[src/rtl/rbus_arb.sv]
// Two-master round-robin read arbiter: grants one read at a time, strobes the slave,
// waits RD_LATENCY cycles and returns the captured data to the owning master.
module rbus_arb #(
    parameter int ADDR_WIDTH = 24,
    parameter int RD_LATENCY = 1
) (
    input  logic                  clk,
    input  logic                  rst_n,
    input  logic                  m0_req,
    input  logic [ADDR_WIDTH-1:0] m0_addr,
    output logic                  m0_gnt,
    output logic                  m0_rvalid,
    output logic [31:0]           m0_rdata,
    input  logic                  m1_req,
    input  logic [ADDR_WIDTH-1:0] m1_addr,
    output logic                  m1_gnt,
    output logic                  m1_rvalid,
    output logic [31:0]           m1_rdata,
    output logic                  slave_rd,
    output logic [ADDR_WIDTH-1:0] slave_raddr,
    input  logic [31:0]           slave_rdata
);

    localparam logic [2:0] LAT = 3'(RD_LATENCY);

    typedef enum logic {
        IDLE,
        WAIT
    } state_t;

    state_t      state_reg;
    logic [2:0]  cnt_reg;
    logic        last_reg;
    logic        owner_reg;
    logic        ready_reg;
    logic [31:0] data_reg;
    logic        rvalid0_reg;
    logic        rvalid1_reg;

    logic        idle_ok;
    logic        gnt0;
    logic        gnt1;

    // ready_reg keeps grants off until the first clock after reset release,
    // so a request held through reset never produces a combinational grant.
    always_comb begin
        idle_ok = ready_reg && (state_reg == IDLE);
        gnt0    = idle_ok && m0_req && (!m1_req || last_reg);
        gnt1    = idle_ok && m1_req && (!m0_req || !last_reg);
    end

    assign m0_gnt      = gnt0;
    assign m1_gnt      = gnt1;
    assign slave_rd    = gnt0 | gnt1;
    assign slave_raddr = gnt0 ? m0_addr : (gnt1 ? m1_addr : '0);
    assign m0_rvalid   = rvalid0_reg;
    assign m1_rvalid   = rvalid1_reg;
    assign m0_rdata    = data_reg;
    assign m1_rdata    = data_reg;

    always_ff @(posedge clk or negedge rst_n) begin
        if (!rst_n) begin
            state_reg   <= IDLE;
            cnt_reg     <= 3'd0;
            last_reg    <= 1'b1;
            owner_reg   <= 1'b0;
            ready_reg   <= 1'b0;
            data_reg    <= 32'd0;
            rvalid0_reg <= 1'b0;
            rvalid1_reg <= 1'b0;
        end else begin
            ready_reg   <= 1'b1;
            rvalid0_reg <= 1'b0;
            rvalid1_reg <= 1'b0;
            case (state_reg)
                IDLE: begin
                    if (gnt0 || gnt1) begin
                        state_reg <= WAIT;
                        cnt_reg   <= 3'd1;
                        owner_reg <= gnt1;
                        last_reg  <= gnt1;
                    end
                end
                WAIT: begin
                    if (cnt_reg == LAT) begin
                        data_reg    <= slave_rdata;
                        rvalid0_reg <= !owner_reg;
                        rvalid1_reg <= owner_reg;
                        cnt_reg     <= 3'd0;
                        state_reg   <= IDLE;
                    end else begin
                        cnt_reg <= cnt_reg + 3'd1;
                    end
                end
                default: state_reg <= IDLE;
            endcase
        end
    end

endmodule

[config.mk]
export PLATFORM = sky130hd
export DESIGN_NAME = rbus_arb
export DESIGN_NICKNAME = d
export VERILOG_FILES = /design/src/rtl/rbus_arb.sv
export SDC_FILE = /design/constraint.sdc
export NUM_CORES = 1
export LEC_CHECK = 0
export ABC_AREA = 1
export BUFFER_PORTS_ARGS = -buffer_cell sky130_fd_sc_hd__buf_4
export CORE_UTILIZATION = 40
export CTS_CLUSTER_DIAMETER = 60
export DETAILED_ROUTE_END_ITERATION = 12
export PLACE_DENSITY = 0.92
export SKIP_LAST_GASP = 1
export SYNTH_ARGS = -nofsm -noshare
export SYNTH_HDL_FRONTEND = slang
export SYNTH_SLANG_ARGS = --single-unit
export TNS_END_PERCENT = 5
[constraint.sdc]
create_clock -name clk -period 1.8 [get_ports clk]
set_input_delay 0.27 -clock clk [delete_from_list [all_inputs] [get_ports clk]]
set_output_delay 0.27 -clock clk [all_outputs]
set_load 0.03 [all_outputs]
==> run metrics <==
top routing layer used met4; detailed-routed wire length on met2 3618 um; clock period minus final worst setup slack 1798 ps; DP Wirelength 4847 um; endpoint arrival time on the critical path 1530 ps; Max Transition Viols Final 0; worst slew pin tran 513.9 ps; via count 2246; number of buffers added by the clock tree synthesis step 5; FF+latch count, synth 41; worst setup path category reg -> out; Antenna Violating Nets Remaining 0; class of the tightest hold or removal check in -> reg; outcome complete, no violations; WHS 225.3 ps; peak clock frequency supported by timing 556.0 MHz; pin count of the biggest net entering global routing 42; TritonCTS Sinks 41; cell count after placement 495; power per cell area 1822 nW/um^2; IR drop worst, VDD 1204 uV; nets@finish 524; antenna violations before repair 0; Util after Layout 69.35%; I/O pin count 177; synth-to-layout area growth 61.91%; mean area per synthesized cell 7.763 sq um; sum of negative setup slack 0 ps; register area share after synthesis 45.79%; height of the die 76.89 um; startpoint of the worst hold path slave_rdata[28]; Synthesis Warnings 0; number of flip-flops in the largest register 32; maximum cell stage delay along the critical path 560 ps; most frequent cell on the critical path nand2_2; RePlAce Congestion 0.7677; # setup viols final 0; maximum buffer depth of the clock tree 2; R2R Path End state_reg; fraction of the cycle the final worst path needs 99.91%; number of failing hold endpoints at the final stage 0; Initial Util 42.83%; DRC violations left 0; routed length per placed instance 13.30 um; router iterations before antenna repair 4; standard-cell rows 26; total routing usage reported by global routing 21.54%; post-synth cell types 23; category of the worst setup path launch point flop; H-tree levels 2; fraction of final layout cells with drive strength greater than 1 50.45%; DRT iter0 DRCs 125; data required time of the critical path 1530 ps; insertion delay of the later-clocked pin in the worst-skew pair 280 ps; cell leakage power 2.141 nW; total gr overflow 0; Post-Route Skew 2.220 ps; clock tree from TritonCTS yes; vias in the first global route 2190; most frequent standard cell in the layout excluding fill and tap cells buf_4; Core ar. 5238 sq um; Horiz. Die Dim 76.89 um; overall power 6.616 mW; Reg-to-Reg Start last_reg; max-capacitance violation count 0; Synth Cell Area 2243 sq um; Clk Tree Root Cell clkbuf_8; cells traversed along the worst timing path nand2_4 -> nand4_4 -> buf_12 -> clkinv_8 -> nand2_2 -> nand2_2 -> buf_6; aggregate routed wire length 6781 um; area of the multi-input gates 798.3 sq um; worst hold endpoint m0_rdata[28]; nature of the critical path endpoint output port; filler instances 414; DRT met1 WL 2636 um; first-pass GRT wire length 10100 um; Max stage delay cell, worst path dfstp_2; FF-to-FF setup slack 440 ps; vias per std cell 4.404; most frequent cells in the layout buf_4 (171), nand2_1 (101), dfrtp_1 (39); Seq. cell area 1028 sq um; synthesized instance count 289; final non-filler cell total 510; wire length on met3 458 um; cell depth of the worst min-delay path 3; Inserted Diodes 0; total die area 5912 sq um; total nets after synthesis 373; count of input and output buffers 176; clock slew seen by the registers of the worst setup and hold paths 70 ps; RSZ-0062 raised after global routing yes; FF-to-FF path depth 6; slew margin rel. 65.74%; maximum fanout encountered on the critical timing path 7
stage by stage:
stage | setup WS, ps | cell area (sq um)
global route | -46.99 | 3632
global placement | 101.7 | 3331
detailed placement | 61.59 | 3331
floorplan | 209.6 | 2243
finish | 1.580 | 3632
CTS | 26.38 | 3493
critical path: cells and delay by family, from the launching register on:
kind	cells	cell delay [ps]
flip-flops	1	560
buffers and inverters	3	380
AND/OR/NAND/NOR	4	310
routing by layer:
metal  track usage [%]  vias up
met5                 0        -
met4             6.923        0
met3             7.619        8
met2             37.05       83
met1             24.79     1017
li1                  -     1138
cell families (layout without fill, tap and decap cells):
group	after synthesis	in the layout	synth area share [%]
buf+inv	83	234	22.03
compound gates	36	36	8.812
other cells	1	1	0.1672
simple gates	128	128	23.20
flops	41	41	45.79
where the power goes:
group / leakage, nW / total (mW) / switching (mW) / internal (mW)
clock: 0.0443 / 0.588 / 0.284 / 0.304
sequential: 0.502 / 1.76 / 0.385 / 1.38
combinational: 1.59 / 4.27 / 2.73 / 1.54
total: 2.14 / 6.62 / 3.39 / 3.22
cell type report:
class / count / share of cell area, %
Inverter: 40 / 4.685
Sequential cell: 41 / 28.32
Tap cell: 70 / 2.411
Timing Repair Buffer: 182 / 38.96
Timing Repair inverter: 5 / 1.275
Clock buffer: 7 / 2.377
Multi-Input combinational cell: 165 / 21.98
how the worst max path moves through the flow:
stage          startpoint               to
2_1_floorplan    last_reg  slave_raddr[13]
6_report         last_reg   slave_raddr[1]
5_1_grt          last_reg   slave_raddr[1]
3_5_place_dp     last_reg  slave_raddr[23]
4_1_cts         state_reg   slave_raddr[1]
3_3_place_gp     last_reg  slave_raddr[23]
synth_stat cells, drive strengths merged:
master | number | area share [%]
nand2 | 116 | 20
and2 | 1 | 0.28
nand3 | 4 | 1.1
o21bai | 1 | 0.33
nand4 | 3 | 1.5
nor2 | 4 | 0.78
dfstp | 1 | 1.2
o21ai | 34 | 8.3
clkbuf | 1 | 0.17
conb | 1 | 0.17
dfrtp | 40 | 45
a21oi | 1 | 0.22
buf | 42 | 15
inv | 40 | 6.7
timing repair:
item                                    in CTS  in global routing
endpoints found under the setup margin      25                 24
resized for setup                           14                 29
gates cloned                                 2                  3
setup buffers                                1                  1
hold buffers                                 1                  0
pin swaps                                    2                  3
endpoints found under the hold margin       40                  0
Note: power is estimated with default switching activity, not from simulation.
